<file path="config.mk">
export PLATFORM = sky130hd
export DESIGN_NAME = keypad_scanner_flat
export DESIGN_NICKNAME = d
export VERILOG_FILES = /design/src/rtl/keypad_if.sv /design/src/rtl/keypad_scanner.sv /design/src/flat_wrapper.sv
export SDC_FILE = /design/constraint.sdc
export NUM_CORES = 1
export LEC_CHECK = 0
export CORE_MARGIN = 1.5
export CORE_UTILIZATION = 50
export CTS_CLUSTER_DIAMETER = 60
export DETAILED_ROUTE_END_ITERATION = 10
export DONT_BUFFER_PORTS = 1
export SYNTH_ARGS = -nofsm -noshare
export SYNTH_HDL_FRONTEND = slang
export SYNTH_SLANG_ARGS = --single-unit
</file>
<file path="constraint.sdc">
create_clock -name clk -period 6.2 [get_ports clk]
set_input_delay 0 -clock clk [delete_from_list [all_inputs] [get_ports clk]]
set_output_delay 0 -clock clk [all_outputs]
set_load 0.02 [all_outputs]
</file>
<file path="src/rtl/keypad_if.sv">
// Keypad pin and key-event bundle between the scanner (master) and its consumer/keypad side (slave).
`timescale 1ns/1ps
interface keypad_if;
  logic [3:0] rows;
  logic [4:0] cols;
  logic       newkey;
  logic [4:0] keycode;

  modport master (input rows, output cols, output newkey, output keycode);
  modport slave  (output rows, input cols, input newkey, input keycode);
endinterface

</file>
<file path="src/rtl/keypad_scanner.sv">
// 4x5 matrix keypad scanner: column scan, row sync, frame debounce, one keycode event per press.
// Optional auto-repeat of held digit keys when KEYPAD_AUTOREPEAT_EN is defined.
`timescale 1ns/1ps
module keypad_scanner #(
  parameter int SCAN_DIV      = 5000,
  parameter int DB_FRAMES     = 4,
  parameter int REPEAT_FRAMES = 100
) (
  input  logic     clk,
  input  logic     rst_n,
  keypad_if.master kp
);
  // state     | meaning
  // IDLE      | no key accepted, waiting for a single-key frame
  // DEB_PRESS | candidate key seen, counting identical frames
  // HELD      | key accepted and event fired, waiting for release
  // DEB_REL   | no key seen, counting empty frames before re-arming
  typedef enum logic [1:0] {IDLE, DEB_PRESS, HELD, DEB_REL} state_t;

  localparam int DW = (SCAN_DIV > 1) ? $clog2(SCAN_DIV) : 1;
  localparam int CW = (DB_FRAMES > 1) ? $clog2(DB_FRAMES + 1) : 1;
  localparam logic [DW-1:0] DWELL_LAST = DW'(SCAN_DIV - 1);
  localparam logic [CW-1:0] CNT_DONE   = CW'(DB_FRAMES);

  if (DB_FRAMES < 1 || REPEAT_FRAMES < 1) begin : g_bad_param
    $error("keypad_scanner: DB_FRAMES and REPEAT_FRAMES must be >= 1");
  end

  logic [3:0]    rows_s1_q, rows_s1_d, rows_s2_q, rows_s2_d;
  logic [DW-1:0] dwell_q, dwell_d;
  logic [2:0]    col_q, col_d;
  logic [1:0]    hits_q, hits_d;
  logic [4:0]    hit_code_q, hit_code_d;
  state_t        state_q, state_d;
  logic [CW-1:0] cnt_q, cnt_d, cnt_inc;
  logic [4:0]    cand_q, cand_d;
  logic          newkey_q, newkey_d;
  logic [4:0]    keycode_q, keycode_d;
  logic          fire;

  logic          col_end, frame_end;
  logic [3:0]    low_rows;
  logic [2:0]    n_low, hit_sum;
  logic [1:0]    row_idx, frame_hits;
  logic [4:0]    col_code, frame_code;

`ifdef KEYPAD_AUTOREPEAT_EN
  localparam int RW = $clog2(REPEAT_FRAMES + 1);
  localparam logic [RW-1:0] REP_DONE = RW'(REPEAT_FRAMES);
  logic [RW-1:0] rep_q, rep_d, rep_inc;
`endif

  always_ff @(posedge clk) begin
    if (!rst_n) begin
      rows_s1_q  <= 4'hF;
      rows_s2_q  <= 4'hF;
      dwell_q    <= '0;
      col_q      <= 3'd0;
      hits_q     <= 2'd0;
      hit_code_q <= 5'h00;
      state_q    <= IDLE;
      cnt_q      <= '0;
      cand_q     <= 5'h00;
      newkey_q   <= 1'b0;
      keycode_q  <= 5'h00;
`ifdef KEYPAD_AUTOREPEAT_EN
      rep_q      <= '0;
`endif
    end else begin
      rows_s1_q  <= rows_s1_d;
      rows_s2_q  <= rows_s2_d;
      dwell_q    <= dwell_d;
      col_q      <= col_d;
      hits_q     <= hits_d;
      hit_code_q <= hit_code_d;
      state_q    <= state_d;
      cnt_q      <= cnt_d;
      cand_q     <= cand_d;
      newkey_q   <= newkey_d;
      keycode_q  <= keycode_d;
`ifdef KEYPAD_AUTOREPEAT_EN
      rep_q      <= rep_d;
`endif
    end
  end

  always_comb begin
    rows_s1_d = kp.rows;
    rows_s2_d = rows_s1_q;
    col_end   = (dwell_q == DWELL_LAST);
    frame_end = col_end && (col_q == 3'd4);
    dwell_d   = col_end ? '0 : dwell_q + 1'b1;
    col_d     = col_end ? ((col_q == 3'd4) ? 3'd0 : col_q + 3'd1) : col_q;

    // Per-frame accumulation: hit count saturates at 2 (MULTI), code of the first hit is kept.
    low_rows = ~rows_s2_q;
    n_low    = 3'(low_rows[0]) + 3'(low_rows[1]) + 3'(low_rows[2]) + 3'(low_rows[3]);
    row_idx  = 2'd0;
    for (int r = 3; r >= 0; r--) begin
      if (low_rows[r]) row_idx = 2'(r);
    end
    col_code   = (col_q == 3'd4) ? ({3'b000, row_idx} + 5'd1) : {1'b1, row_idx, col_q[1:0]};
    hit_sum    = {1'b0, hits_q} + n_low;
    frame_hits = (hit_sum > 3'd1) ? 2'd2 : hit_sum[1:0];
    frame_code = (hits_q == 2'd0) ? col_code : hit_code_q;
    hits_d     = col_end ? (frame_end ? 2'd0 : frame_hits) : hits_q;
    hit_code_d = col_end ? frame_code : hit_code_q;

    state_d = state_q;
    cnt_d   = cnt_q;
    cand_d  = cand_q;
    cnt_inc = cnt_q + 1'b1;
    fire    = 1'b0;
`ifdef KEYPAD_AUTOREPEAT_EN
    rep_d   = rep_q;
    rep_inc = rep_q + 1'b1;
`endif
    if (frame_end) begin
      unique case (state_q)
        IDLE: if (frame_hits == 2'd1) begin
          cand_d = frame_code;
          if (DB_FRAMES <= 1) begin
            state_d = HELD;
            cnt_d   = '0;
            fire    = 1'b1;
`ifdef KEYPAD_AUTOREPEAT_EN
            rep_d   = '0;
`endif
          end else begin
            state_d = DEB_PRESS;
            cnt_d   = CW'(1);
          end
        end
        DEB_PRESS: if (frame_hits == 2'd1 && frame_code == cand_q) begin
          if (cnt_inc >= CNT_DONE) begin
            state_d = HELD;
            cnt_d   = '0;
            fire    = 1'b1;
`ifdef KEYPAD_AUTOREPEAT_EN
            rep_d   = '0;
`endif
          end else begin
            cnt_d = cnt_inc;
          end
        end else if (frame_hits == 2'd1) begin
          cand_d = frame_code;
          cnt_d  = CW'(1);
        end else begin
          state_d = IDLE;
          cnt_d   = '0;
        end
        HELD: if (frame_hits == 2'd0) begin
          state_d = (DB_FRAMES <= 1) ? IDLE : DEB_REL;
          cnt_d   = (DB_FRAMES <= 1) ? '0 : CW'(1);
        end else begin
`ifdef KEYPAD_AUTOREPEAT_EN
          if (cand_q[4]) begin
            if (rep_inc >= REP_DONE) begin
              rep_d = '0;
              fire  = 1'b1;
            end else begin
              rep_d = rep_inc;
            end
          end
`endif
        end
        DEB_REL: if (frame_hits == 2'd0) begin
          if (cnt_inc >= CNT_DONE) begin
            state_d = IDLE;
            cnt_d   = '0;
          end else begin
            cnt_d = cnt_inc;
          end
        end else begin
          // Contact came back: resume holding without a new event (repeat count is kept).
          state_d = HELD;
          cnt_d   = '0;
        end
        default: state_d = IDLE;
      endcase
    end
  end

  always_comb begin
    newkey_d   = fire;
    keycode_d  = fire ? cand_d : keycode_q;
    kp.cols    = ~(5'b00001 << col_q);
    kp.newkey  = newkey_q;
    kp.keycode = keycode_q;
  end
endmodule
</file>
<file path="src/flat_wrapper.sv">
// flat-port wrapper written by rule: the top's interface ports become plain ports
module keypad_scanner_flat 
#(
  parameter int SCAN_DIV      = 5000,
  parameter int DB_FRAMES     = 4,
  parameter int REPEAT_FRAMES = 100
)
  (clk, rst_n, kp_rows, kp_cols, kp_newkey, kp_keycode);
  keypad_if kp_i ();
  input  logic clk;
  input  logic rst_n;
  input wire logic [$bits(kp_i.rows)-1:0] kp_rows;
  output wire logic [$bits(kp_i.cols)-1:0] kp_cols;
  output wire logic [$bits(kp_i.newkey)-1:0] kp_newkey;
  output wire logic [$bits(kp_i.keycode)-1:0] kp_keycode;
  assign kp_i.rows = kp_rows;
  assign kp_cols = kp_i.cols;
  assign kp_newkey = kp_i.newkey;
  assign kp_keycode = kp_i.keycode;
  keypad_scanner #(.SCAN_DIV(SCAN_DIV), .DB_FRAMES(DB_FRAMES), .REPEAT_FRAMES(REPEAT_FRAMES)) u_core (.clk(clk), .rst_n(rst_n), .kp(kp_i));
endmodule
</file>
==> summary.md, run 1 <==
| Metric | Value |
|---|---|
| Run status | finished clean |
| Final hold vios | 0 |
| Inserted Diodes | 0 |
| Hold WS | 0.0820 ns |
| Worst-Skew Late Latency | 0.30 ns |
| First-pass GRT wire length | 8.58 mm |
| Vias per inst | 5.39 |
| Final period util | 61.9% |
| Drt wl/cell | 13.8 um |
| Met2 WL | 2.36 mm |
| Max Clock Skew | 0.00826 ns |
| CP max FO | 11 |
| Vias in the first global route | 1857 |
| Post-CTS setup buffer count | 0 |
| Achievable frequency | 0.261 GHz |
| Yosys top cell area share | 38.6% |
| Root Driver | clkbuf_8 |
| First drt pass iteration count | 4 |
| CP startpoint kind | register |
| Synth area leaders | dfxtp_1 (39%), ha_1 (5.6%), a21oi_1 (4.7%) |
| CTS Sinks | 47 |
| Full die area | 5300 um2 |
| Post-synth cell types | 46 |
| Total grt overflow | 0 |
| Total number of vias | 1920 |
| Hpwl dp | 3.55 mm |
| Num ports | 17 |
| #FFs+latches synth | 47 |
| Most frequent cell after synthesis | dfxtp_1 |
| CTS Buf Count | 5 |
| Layout cells sized above 1 | 4.84% |
| Post-synth top cells | dfxtp_1 (47), nor2_1 (30), nand2_1 (29) |
| Routed Wire Length | 4.91 mm |
| Area of the mapped netlist | 2440 um2 |
| PnR Total Power | 0.000605 W |
| Max rail drop VDD | 0.000137 V |
| 1st-iter DRT viols | 101 |
| Syn nets | 306 |
| FP Rows | 25 |
| Area grow syn2layout | 9.03% |
| Critical Path AT | 4.06 ns |
| Avg Cell Area, Syn | 8.49 um2 |
| Max Slew Vio Count | 0 |
| WS Path Type | register to register |
| Hold Crit Start | rst_n |
| Fraction of registers with async set/reset | 0% |
| Ys flop type | dfxtp_1 |
| Post-Synthesis Cells | 287 |
| CTS tree | yes |
| Post-layout min period | 3.84 ns |
| Initial antenna violation count | 0 |
| PortBufs | 0 |
| Die height | 72.8 um |
| Synth area leader | dfxtp_1 |
| Sum of negative setup slack | 0 ns |
| Final setup fails | 0 |
| Setup repair after global routing missed its margin | no |
| Fin area | 2660 um2 |
| DRC viols | 0 |
| Critical path capture point type | register |
| Largest net degree at the start of global routing | 21 |
| Gpl congestion | 0.794 |
| Post-route core utilization | 56.3% |
| Die W | 72.8 um |
| Max_cap viols | 0 |
| WL met1 | 2.32 mm |
| Post-synth EDFFs | 0 |
| Core box area | 4720 um2 |
| Cell area after placement | 2470 um2 |
| Antenna Nets Post-Route | 0 |
| FF-to-FF Start | u_core.rows_s2_q[1] |
| LEAKAGE | 1.02 nW |
| Worst Setup SP | u_core.rows_s2_q[1] |
| Worst Tran Pin Value | 0.954 ns |
| Register area share after synthesis | 38.6% |
| Metal3 WL | 143 um |
| CTS Buffer Depth | 2 |
| Pwr per Cell Area | 228 nW/um2 |
| Highest routed layer | met4 |
| Worst slew margin | 35.9% |
| Starting Density | 51.6% |
| H-tree levels | 2 |
| Hold/Removal Path Class | primary input to register |
| Ys Warns | 0 |
| Required @ worst endpoint | 6.43 ns |
| Clock slew at reported path FFs | 0.08 ns |
| All-layer global routing usage | 20.9% |
| Final nets | 307 |
## final timing paths
kind	end	slack [ns]	cells past startpoint
max	u_core.kp.keycode[4]	2.36	12
min	u_core.dwell_q[0]	0.08	2
min reg2reg	u_core.rows_s2_q[2]	0.41	1
max reg2reg	u_core.kp.keycode[4]	2.36	12
## through the flow
step	setup WS, ns	instances
final	2.36	356
after global routing	2.05	356
after floorplan	2.73	287
after detailed placement	2.35	343
after global placement	2.46	343
after CTS	2.34	356
## layout make-up
cell class | instances | area, um2
fillers | 434 | 2070
multi-input cells | 214 | 1390
flip-flops and latches | 47 | 941
well taps | 67 | 83.8
clock buffers | 5 | 68.8
clock inverters | 3 | 67.6
inverters | 15 | 56.3
repair buffers | 5 | 50.0
## critical path: stages, from the launching register on
cell and delay [ns]:
dfxtp_1 0.39, inv_1 0.06, ha_1 0.28, fa_1 0.49, ha_1 0.13, inv_1 0.05
fa_1 0.43, xor2_1 0.24, nand3_1 0.21, a221oi_1 0.30, nand4_1 0.40, or4_1 0.63
a21oi_1 0.14
## logic make-up after synthesis
logic type	share of synthesized area, %
AOI/OAI and AO/OA	13.0
xor gates and xnor gates	5.39
adders and majority gates	7.29
buffers and inverters	4.36
DFF	38.6
muxes	2.46
and+or+nand+nor	28.9
## timing repair
item	4_1_cts	5_1_grt
endpoints found under the hold margin	17	0
hold buffers	5	0
gates resized for setup	0	0
## placed cells by master, fill, tap and decap left out, types with 2 or more instances in the layout
cell / instances
a21o_1: 2
fa_1: 2
and3_1: 10
a211oi_1: 3
xnor2_1: 9
or4_1: 2
a21oi_1: 23
o221ai_1: 2
dlygate4sd3_1: 5
ha_1: 11
bufinv_16: 2
nand4b_1: 2
nand3_1: 14
xor2_1: 6
mux2i_1: 6
nor4_4: 2
clkbuf_8: 5
o21ai_0: 4
nor2_1: 30
or3_1: 4
dfxtp_1: 47
nor3_1: 7
nand4_1: 4
nand2_1: 29
and2_1: 4
nand2b_1: 14
inv_1: 14
o31ai_1: 8
## routing by layer
metal / GRT usage, % / up-vias
li1: - / 1006
met1: 27.1 / 876
met2: 34.0 / 30
met3: 4.42 / 8
met4: 8.18 / 0
met5: 0 / -
## power breakdown
group          switching (W)   total, W  leakage [nW]  internal, W
Combinational      0.0000206  0.0000340         0.575    0.0000134
Sequential        0.00000258   0.000308         0.381     0.000306
Clock               0.000102   0.000263        0.0644     0.000161
## state kept, by name (all words and copies together) (netlist names)
register           cells
u_core.hits_q          2
u_core.rows_s1_q       4
u_core.cand_q          5
u_core.state_q         2
u_core.kp.keycode      5
u_core.hit_code_q      5
u_core.cnt_q           3
u_core.rows_s2_q       4
u_core.dwell_q        13
u_core.col_q           3
u_core.kp.newkey       1
Note: power is estimated with default switching activity, not from simulation.
==> run 2: changes to the inputs <==
--- a/config.mk
+++ b/config.mk
@@ -10,6 +10,7 @@
 export CTS_CLUSTER_DIAMETER = 60
 export DETAILED_ROUTE_END_ITERATION = 10
 export DONT_BUFFER_PORTS = 1
+export PLACE_DENSITY = 0.68
 export SYNTH_ARGS = -nofsm -noshare
 export SYNTH_HDL_FRONTEND = slang
 export SYNTH_SLANG_ARGS = --single-unit
==> constraint.sdc (replaced) <==
create_clock -name clk -period 3.18 [get_ports clk]
set_input_delay 0 -clock clk [delete_from_list [all_inputs] [get_ports clk]]
set_output_delay 0 -clock clk [all_outputs]
set_load 0.02 [all_outputs]
==> run 2 against run 1 <==
  * Clock power rose by 34%
  * Critical path depth did not move
  * Sequential share of layout area fell by 1.5 points
  * Register-to-register slack got worse by 2.4 ns
  * Critical path type unchanged
  * Critical endpoint unchanged
  * Largest power group unchanged
==> summary.md, run 2 (synthesis gave the netlist of run 1 again) <==
| Metric | Value |
|---|---|
| Clock slew at reported path FFs | 0.08 ns (about the same) |
| Pwr per Cell Area | 371 nW/um2 (+63%) |
| Most frequent cells in the layout | dfxtp_1 (45), nor2_1 (30), nand2_1 (29) |
| Root Driver | clkbuf_8 |
| Final hold vios | 0 (unchanged) |
| CP startpoint kind | register |
| Die height | 72.8 um (unchanged) |
| Largest net degree at the start of global routing | 21 (unchanged) |
| Critical Path AT | 3.40 ns (-0.66 ns) |
| Commonest non-fill, non-tap cell in the layout | dfxtp_1 |
| DRC viols | 0 (unchanged) |
| Core box area | 4720 um2 (unchanged) |
| Dpl ws | 0.000238 ns (-2.35 ns) |
| Num ports | 17 (unchanged) |
| WS Path Type | register to register |
| Max_cap viols | 0 (unchanged) |
| 1st-iter DRT viols | 108 (+6.9%) |
| Achievable frequency | 0.316 GHz (+21%) |
| All-layer global routing usage | 21.6% (+0.65 points) |
| Final setup fails | 0 (unchanged) |
| First drt pass iteration count | 4 (unchanged) |
| CTS Buf Count | 5 (unchanged) |
| Max Clock Skew | 0.00363 ns (-0.00464 ns) |
| PortBufs | 0 (unchanged) |
| Largest register FFs | 13 (unchanged) |
| Critical path capture point type | register |
| CP max FO | 5 (-6) |
| Starting Density | 51.6% (unchanged) |
| Hpwl dp | 3.67 mm (+3.4%) |
| Hold/Removal Path Class | primary input to register |
| Full die area | 5300 um2 (unchanged) |
| Max rail drop VDD | 0.000226 V (+65%) |
| First-pass GRT wire length | 8.88 mm (+3.5%) |
| Routed Wire Length | 5.23 mm (+6.6%) |
| Required @ worst endpoint | 3.41 ns (-3.02 ns) |
| CTS Buffer Depth | 2 (unchanged) |
| Final worst setup slack | 0.0124 ns (-2.35 ns) |
| Vias per inst | 5.43 (+0.73%) |
| FP Rows | 25 (unchanged) |
| Run status | finished clean |
| H-tree levels | 2 (unchanged) |
| Worst-Skew Late Latency | 0.30 ns (about the same) |
| Biggest register | u_core.dwell_q |
| Antenna Nets Post-Route | 0 (unchanged) |
| Gpl congestion | 0.784 (-1.3%) |
| Max Slew Vio Count | 0 (unchanged) |
| Final nets | 321 (+4.6%) |
| Layout cells sized above 1 | 13.5% (+8.7 points) |
| Post-layout min period | 3.17 ns (-0.669 ns) |
| Area grow syn2layout | 14.3% |
| CTS tree | yes |
| Inserted Diodes | 0 (unchanged) |
| LEAKAGE | 1.07 nW (+5.3%) |
| Total grt overflow | 0 (unchanged) |
| Setup repair after global routing missed its margin | yes |
| Die W | 72.8 um (unchanged) |
| Worst Tran Pin Value | 0.683 ns (-0.271 ns) |
| Hold WS | 0.0835 ns (+0.00147 ns) |
| Vias in the first global route | 1979 (+6.6%) |
| Total number of vias | 2010 (+4.7%) |
| Final period util | 99.6% (+38 points) |
| PnR Total Power | 0.00103 W (+71%) |
| Worst slew margin | 54.3% (+18 points) |
| Initial antenna violation count | 0 (unchanged) |
| Drt wl/cell | 14.1 um (+2.5%) |
| CTS Sinks | 47 (unchanged) |
## run 2: changes by cell type in the layout (fill, tap and decap cells not counted), sizes merged
| cell | before | now |
|---|---|---|
| clkbuf | 5 | 6 |
| bufinv | 2 | 0 |
| buf | 0 | 14 |
| clkinv | 0 | 1 |
## run 2: final timing paths
path / startpoint / to / slack [ns] / cells past startpoint
max reg2reg: u_core.rows_s2_q[1] / u_core.kp.keycode[4] / 0.01 / 12
min: rst_n / u_core.dwell_q[0] / 0.08 / 2
max: u_core.rows_s2_q[1] / u_core.kp.keycode[4] / 0.01 / 12
min reg2reg: u_core.rows_s1_q[0] / u_core.rows_s2_q[0] / 0.41 / 1
## run 2: repair_timing
action	4_1_cts	5_1_grt
resized for setup	0	11
gates cloned	0	0
pin swaps	3	6
setup buffers	0	1
setup endpoints to repair	2	12
hold buffers	5	0
endpoints found under the hold margin	17	0
## run 2: per-layer routing
| layer | vias to the layer above | routed length [um] | GRT usage, % |
|---|---|---|---|
| met2 | 24 | 2540 | 37.5 |
| met1 | 958 | 2450 | 26.2 |
| met4 | 0 | 51 | 7.76 |
| met5 | - | 0 | 0 |
| li1 | 1024 | - | - |
| met3 | 4 | 186 | 4.70 |
## run 2: stage by stage
stage / TNS (ns) / cells / instance area [um2] / util [%]
final: 0 / 370 / 2790 / 59.0
after detailed placement: 0 / 356 / 2600 / 55.0
after global placement: 0 / 356 / 2600 / 55.0
after CTS: 0 / 369 / 2730 / 57.9
after floorplan: 0 / 287 / 2480 / -
after global routing: -0.486 / 370 / 2790 / 59.0
## run 2: final cells by class
cell class,count,area (um2)
Multi-Input combinational cell,214,1460
Tap cell,67,83.8
Clock buffer,6,72.6
Fill cell,437,1940
Clock inverter,2,12.5
Sequential cell,47,943
Inverter,15,56.3
Timing Repair Buffer,19,155
## run 2: where the power goes
group	total [W]	internal, W	switching [W]
sequential	0.000601	0.000596	0.00000488
combinational	0.0000797	0.0000332	0.0000465
clock	0.000352	0.000154	0.000198
total	0.00103	0.000783	0.000250
## run 2: worst max-delay path, cell delays in order, from the launching register on
cell and delay, ns:
dfxtp_2 0.34, inv_2 0.04, ha_4 0.22, fa_1 0.48, ha_1 0.13, inv_1 0.05
fa_2 0.37, xor2_2 0.20, nand3_4 0.09, a221oi_2 0.21, nand4_1 0.23, or4_4 0.59
a21oi_2 0.14
